File: src/rtl/code_loader.sv
// code_loader: boot/load sequencer for the processor datapath.
// Receives a byte stream (16-bit word count, then the words, all high byte
// first) over a valid/ready handshake. Each assembled word is written into
// code memory, and run is raised once the whole program has been written.
//
// Ports:
//   clk, rst_n      clock, synchronous active-low reset
//   load_req        one-cycle request to start/restart a load
//   byte_in         stream byte
//   byte_valid      byte_in holds a valid byte
//   byte_ready      loader accepts a byte this cycle (receive states only)
//   code_w_en       code memory write enable
//   code_addr_in    code memory write address
//   code_in         code memory write data
//   run             processor run enable
//   busy            high during any load state
//   error           length-overflow error flag
//   words_loaded    words written in the current or last load
module code_loader #(
  parameter int unsigned ADDR_W = 9,
  parameter int unsigned WORD_W = 16
) (
  input  logic              clk,
  input  logic              rst_n,
  input  logic              load_req,
  input  logic [7:0]        byte_in,
  input  logic              byte_valid,
  output logic              byte_ready,
  output logic              code_w_en,
  output logic [ADDR_W-1:0] code_addr_in,
  output logic [WORD_W-1:0] code_in,
  output logic              run,
  output logic              busy,
  output logic              error,
  output logic [ADDR_W:0]   words_loaded
);

  typedef enum logic [2:0] {
    S_IDLE,
    S_LEN_HI,
    S_LEN_LO,
    S_DATA_HI,
    S_DATA_LO,
    S_WRITE,
    S_RUN,
    S_ERROR
  } state_t;

  // Largest legal word count: the full memory.
  localparam logic [16:0] MAX_LEN = 17'(1) << ADDR_W;

  state_t            state_q, state_d;
  logic [15:0]       len_q, len_d;
  logic [7:0]        hi_q, hi_d;
  logic [ADDR_W:0]   addr_q, addr_d;
  logic [ADDR_W:0]   words_q, words_d;
  logic [ADDR_W-1:0] waddr_q, waddr_d;
  logic [WORD_W-1:0] wdata_q, wdata_d;
  logic              xfer;
  logic [15:0]       len_full;

  assign byte_ready = (state_q == S_LEN_HI)  || (state_q == S_LEN_LO) ||
                      (state_q == S_DATA_HI) || (state_q == S_DATA_LO);
  assign busy       = byte_ready || (state_q == S_WRITE);
  assign code_w_en  = (state_q == S_WRITE);
  assign run        = (state_q == S_RUN);
  assign error      = (state_q == S_ERROR);

  assign xfer     = byte_valid && byte_ready;
  assign len_full = {len_q[15:8], byte_in};

  // Write address/data are registered when the low byte arrives so they hold
  // their last values outside WRITE even after the address counter advances.
  assign code_addr_in = waddr_q;
  assign code_in      = wdata_q;
  assign words_loaded = words_q;

  always_comb begin
    state_d = state_q;
    len_d   = len_q;
    hi_d    = hi_q;
    addr_d  = addr_q;
    words_d = words_q;
    waddr_d = waddr_q;
    wdata_d = wdata_q;
    case (state_q)
      S_IDLE: begin
        if (load_req) state_d = S_LEN_HI;
      end
      S_LEN_HI: begin
        if (xfer) begin
          len_d[15:8] = byte_in;
          state_d     = S_LEN_LO;
        end
      end
      S_LEN_LO: begin
        if (xfer) begin
          len_d   = len_full;
          addr_d  = '0;
          words_d = '0;
          if (len_full == 16'd0) begin
            state_d = S_RUN;
          end else if ({1'b0, len_full} > MAX_LEN) begin
            state_d = S_ERROR;
          end else begin
            state_d = S_DATA_HI;
          end
        end
      end
      S_DATA_HI: begin
        if (xfer) begin
          hi_d    = byte_in;
          state_d = S_DATA_LO;
        end
      end
      S_DATA_LO: begin
        if (xfer) begin
          waddr_d = addr_q[ADDR_W-1:0];
          wdata_d = WORD_W'({hi_q, byte_in});
          state_d = S_WRITE;
        end
      end
      S_WRITE: begin
        addr_d  = addr_q + 1'b1;
        words_d = words_q + 1'b1;
        if (16'(words_q) + 16'd1 == len_q) begin
          state_d = S_RUN;
        end else begin
          state_d = S_DATA_HI;
        end
      end
      S_RUN, S_ERROR: begin
        if (load_req) state_d = S_LEN_HI;
      end
      default: state_d = S_IDLE;
    endcase
  end

  always_ff @(posedge clk) begin
    if (!rst_n) begin
      state_q <= S_IDLE;
      len_q   <= '0;
      hi_q    <= '0;
      addr_q  <= '0;
      words_q <= '0;
      waddr_q <= '0;
      wdata_q <= '0;
    end else begin
      state_q <= state_d;
      len_q   <= len_d;
      hi_q    <= hi_d;
      addr_q  <= addr_d;
      words_q <= words_d;
      waddr_q <= waddr_d;
      wdata_q <= wdata_d;
    end
  end

endmodule

File: config.mk
export PLATFORM = sky130hd
export DESIGN_NAME = code_loader
export DESIGN_NICKNAME = d
export VERILOG_FILES = /design/src/rtl/code_loader.sv
export SDC_FILE = /design/constraint.sdc
export NUM_CORES = 1
export LEC_CHECK = 0
export CAP_MARGIN = 30
export CORE_ASPECT_RATIO = 0.6
export CORE_MARGIN = 3
export CORE_UTILIZATION = 47
export CTS_CLUSTER_SIZE = 8
export DETAILED_ROUTE_END_ITERATION = 7
export GPL_TIMING_DRIVEN = 0
export PLACE_DENSITY = 0.71
export SYNTH_ARGS = -nofsm -noshare
export SYNTH_HDL_FRONTEND = slang
export SYNTH_SLANG_ARGS = --single-unit
export TNS_END_PERCENT = 10
File: constraint.sdc
create_clock -name clk -period 2.8 [get_ports clk]
set_input_delay 0.28 -clock clk [delete_from_list [all_inputs] [get_ports clk]]
set_output_delay 0.28 -clock clk [all_outputs]
set_load 0.05 [all_outputs]
After elaboration in Yosys (flattened, before gate mapping):

Cells that the tools add are included.

* logic and storage cells: 55
* output and inout port bits: 40
* flip-flop bits (word level): 72
* bits of input ports: 12

* magnitude comparators: 1
* reduce and logical (&&, ||, !) cells: 15
* bitwise logic cells: 1
* mux-type cells: 14
* add/sub/neg operators: 3
* eq/ne operators: 13

Operators by type and width (count)
* $pmux 10 s2: 2
* $mux 3: 8
* $add 10x1->10 const B: 2
* $pmux 3 s6: 1
* $eq 11x16->1: 1
* $gt 16x10->1 const B: 1
* $logic_not 16->1: 1
* $pmux 8 s2: 1
* $eq 3x3->1 const B: 4
* $add 10x1->11 const B: 1
* $mux 10: 1
* $mux 8: 1
* $ne 2x2->1 const B: 4
* $reduce_and 2->1: 4
* $eq 3x2->1 const B: 2
* $reduce_and 5->1: 1
* $logic_or 1x1->1: 4
* $eq 3x1->1 const B: 1
* $logic_not 3->1: 1
* $reduce_and 3->1: 1
* $reduce_or 3->1: 1
* $ne 2x1->1 const B: 1
* $reduce_bool 2->1: 1
* $logic_and 1x1->1: 1
* $not 1->1: 1

Logic depth before layout (Yosys ltp):

Gate-level depths: netlist of the first run.

* depth in word-level cells: 7
* gate-level depth with buffers: 8
* gate-level depth less buffers: 7

Worst setup path before layout of the first run:

No wires, ideal clock.

* path kind: register -> register
* start point: register words_q[0], in the netlist words_loaded[0]
* end point: register state_q[0]
* data required time: 2684 ps
* path buffers: 1
* period minus slack after synthesis: 2430 ps
* stages on the path, launching flop included: 9
* arrival: 2314 ps
* library setup time: 116 ps
* slack: 370 ps
* path through: dfxtp_1 ha_1 clkbuf_1 and3_1 nand4_1 xnor2_1 nor4_2 o2111ai_1 a31o_1

* longest elaborated chain between the ends: 4

RTL lines
* from (decl): line 56 `logic [ADDR_W:0] words_q, words_d;`
* from (signal assigned): line 153 `words_q <= words_d;`
* $add 10x1->11: line 126 `if (16'(words_q) + 16'd1 == len_q) begin`
* $eq 11x16->1: line 126
* $mux 3: line 126
* $pmux 3 s6: line 86 `case (state_q)`
* to (signal assigned): line 149 `state_q <= state_d;`
* to (decl): line 52 `state_t state_q, state_d;`

No other way between the ends.
A chain may end at the register's enable or synchronous reset.

Worst setup path after layout of the first run:

* start point: register state_q[2]
* end point: output run

* longest elaborated chain between the ends: 1

RTL lines
* $eq 3x3->1: line 66 `assign run = (state_q == S_RUN);`
* to (decl): line 32 `output logic run,`

No other way between the ends.

==> results of run 1 <==
-- layout make-up --
cell class	instances	area, um^2
multi-input cells	330	1840
fillers	610	2550
repair buffers	50	499
inverters	2	7.51
flip-flops and latches	71	1420
well taps	87	109
plain buffers	29	111
clock buffers	14	284
-- sequential cells by signal (all words and copies together), names as in the netlist --
| signal | count |
|---|---|
| hi_q | 8 |
| code_in | 16 |
| addr_q | 9 |
| words_loaded | 10 |
| len_q | 16 |
| code_addr_in | 9 |
| state_q | 3 |
-- worst max-delay path, delay by kind of cell (launching register included) --
kind	cells	cell delay, ns
buffers and inverters	3	1.45
flip-flops	1	0.30
AND/OR/NAND/NOR	2	0.26
-- layout by cell type (no fill, tap or decap), types with 2 or more instances in the layout --
master and count:
xor2_1 6, ha_1 2, nand4_1 4, clkbuf_16 9
nand3_1 16, nand2_1 118, or4_4 2, o211ai_1 2
inv_1 2, xnor2_1 9, nor4_1 5, buf_2 2
and2_1 7, mux2i_1 3, nor2_1 20, clkdlybuf4s50_1 49
a22oi_1 3, a211oi_1 2, clkbuf_8 4, and3_1 7
clkbuf_1 28, nor3_1 9, a21boi_0 50, and4_1 2
nand3b_1 2, a21oi_1 14, nor2b_1 15, o21ai_0 18
dfxtp_1 71
-- stage by stage --
step | std cells | utilization [%] | total power (W) | hold WS (ns) | cell area (um^2)
after CTS | 583 | 62.6 | 0.00235 | 0.337 | 4270
after global routing | 583 | 62.6 | 0.00241 | 0.368 | 4270
after global placement | 569 | 58.4 | 0.00125 | 0.451 | 3990
after floorplan | 432 | - | 0.00118 | 0.425 | 3380
final | 583 | 62.6 | 0.00233 | 0.329 | 4270
after detailed placement | 569 | 58.4 | 0.00125 | 0.455 | 3990
-- timing repair --
item	CTS	global route
endpoints found under the hold margin	0	0
setup endpoints to repair	1	0
resized for setup	1	0
-- cells by family after synthesis --
group	after synthesis	synth area share (%)
AOI/OAI and AO/OA	97	19.5
and+or+nand+nor	212	29.1
xor gates and xnor gates	15	3.89
adders and majority gates	2	0.741
DFF	71	42.1
buffers and inverters	31	3.52
muxes	4	1.22
-- report_power, final --
part	internal, W	total (W)	switching (W)
clock network	0.000686	0.00109	0.000403
registers	0.00103	0.00104	0.0000127
logic	0.0000754	0.000198	0.000123
-- layer usage --
layer | vias to the layer above | GRT usage, %
met5 | - | 0
met4 | 0 | 10.2
met3 | 21 | 8.52
met2 | 116 | 33.8
met1 | 1511 | 33.0
li1 | 1589 | -
-- worst paths after layout --
| check | start | endpoint | slack [ns] | cells past startpoint |
|---|---|---|---|---|
| hold reg to reg | code_in[0] | code_in[0] | 0.46 | 2 |
| setup / recovery | state_q[2] | run | 0.17 | 5 |
| setup reg to reg | words_loaded[0] | state_q[0] | 0.36 | 8 |
| hold / removal | rst_n | addr_q[7] | 0.33 | 2 |
==> impl_metrics.ini, run 1 <==
[route]
maxUsedRoutingLayer = met4
via_per_inst = 5.55
antenna_left = 0
m1WireLength_mm = 4.52
totalWireLength_mm = 9.22
wl_met3_um = 676
drc = 0
wire_per_inst_um = 15.8
dr_total_vias = 3237
drt_first_pass_iters = 5
wl_met2_mm = 3.83
drt_iter0_drc = 205

[floorplanning]
coreArea_mm2 = 0.00682
io_pins = 52
die-area_mm2 = 0.00827
rows = 23
start_util_pct = 49.5
dieWidth_um = 115
die_h_um = 71.7

[layout]
area_growth_pct = 26.4
nets = 507
n_antenna_cell = 0
drive_above_1_share_pct = 4.03

[logic_synthesis]
synth_area_leaders = dfxtp_1 42%, nand2_1 13%, a21boi_0 11%, clkbuf_1 3.0%, nor2b_1 2.8%
yosysMostFrequentCell = nand2_1
postSynthAreaPerCell_um2 = 7.82
synth_ff_type = dfxtp_1
synth_top_area_share_pct = 42.1
synth_enable_flop_cells = 0
synth_nets = 446
synth_area_leader_cell = dfxtp_1
synth_common_cells = 118 x nand2_1, 71 x dfxtp_1, 50 x a21boi_0, 27 x clkbuf_1, 20 x nor2_1
ys_warn_count = 0
ys_ff_latch = 71
syn-instance-count = 432
seq_area_frac_synth_pct = 42.1
synthesis.area_mm2 = 0.00338
synth_cell_types = 40
async_flop_share_pct = 0

[worst_setup_path]
crit_chain = clkbuf_1 > clkbuf_1 > nand2_1 > nor2_1 > clkdlybuf4s50_1
cpPeakStageDelay_ns = 0.82
cp_max_fo = 10
cp-start-kind = flip-flop
cp-end-kind = output port
crit_top_cell = clkbuf_1
cp.required_ns = 2.52
crit_arrival_ns = 2.35
slowest_stage = clkdlybuf4s50_1
path_class = flip-flop to output port

[pwr]
vdd.ir_drop.worst_mv = 0.433
power_density_mw_per_mm2 = 545
power_leakage_nw = 1.45

[cts]
cts_root_buf = clkbuf_16
cts_tree = done
ctsHoldBuffers = 0
clockBufferDepth = 2
cts_buffers = 9
cts_num_sinks = 71
postCtsSetupBuffers = 0
clk_latency_ns = 0.34
cts.clk_slew.worst_paths_ns = 0.05
cts_max_level = 3

[sta]
hold_viol_final = 0
slew_headroom_pct = 59.4
rsz0062_at_grt = no
skew_ns = 0.00275
setup_viol = 0
tightest_slew_ns = 0.607
finalCriticalPeriod_ns = 2.63
fin_tns_setup_ns = 0
slew_viol_final = 0
worst_slack_ns = 0.173
max_freq_mhz = 381
post-route-period-util_pct = 93.8

[global_routing]
antenna_found_initial = 0
grt_pass1_vias = 3206
grt_first_pass_wirelength_mm = 15.5
grt-ovfl-total = 0
grt_max_degree = 11
grt_util_all_layers_pct = 23.9

[placed_design]
port_buffers = 50
dpl_worst_slack_ns = 0.166
hpwl_mm = 6.85
routabilityCongestion = 0.866

[outcome]
status = completed

[job]
maxCapViolations = 0

[min_path]
hp-class = primary input to flip-flop
Power figures use the tool's default switching activity.
==> inputs of run 2 (changes only) <==
Settings changed: CTS_CLUSTER_SIZE 8 to default, GPL_ROUTABILITY_DRIVEN from default to 0.
==> results of run 2 <==
No change in the layout: final DEF, timing and power equal those of run 1.
==> inputs of run 3 (changes only) <==
Settings changed: GPL_ROUTABILITY_DRIVEN 0 to default.
==> results of run 3 <==
No change in the layout: final DEF, timing and power equal those of run 1.
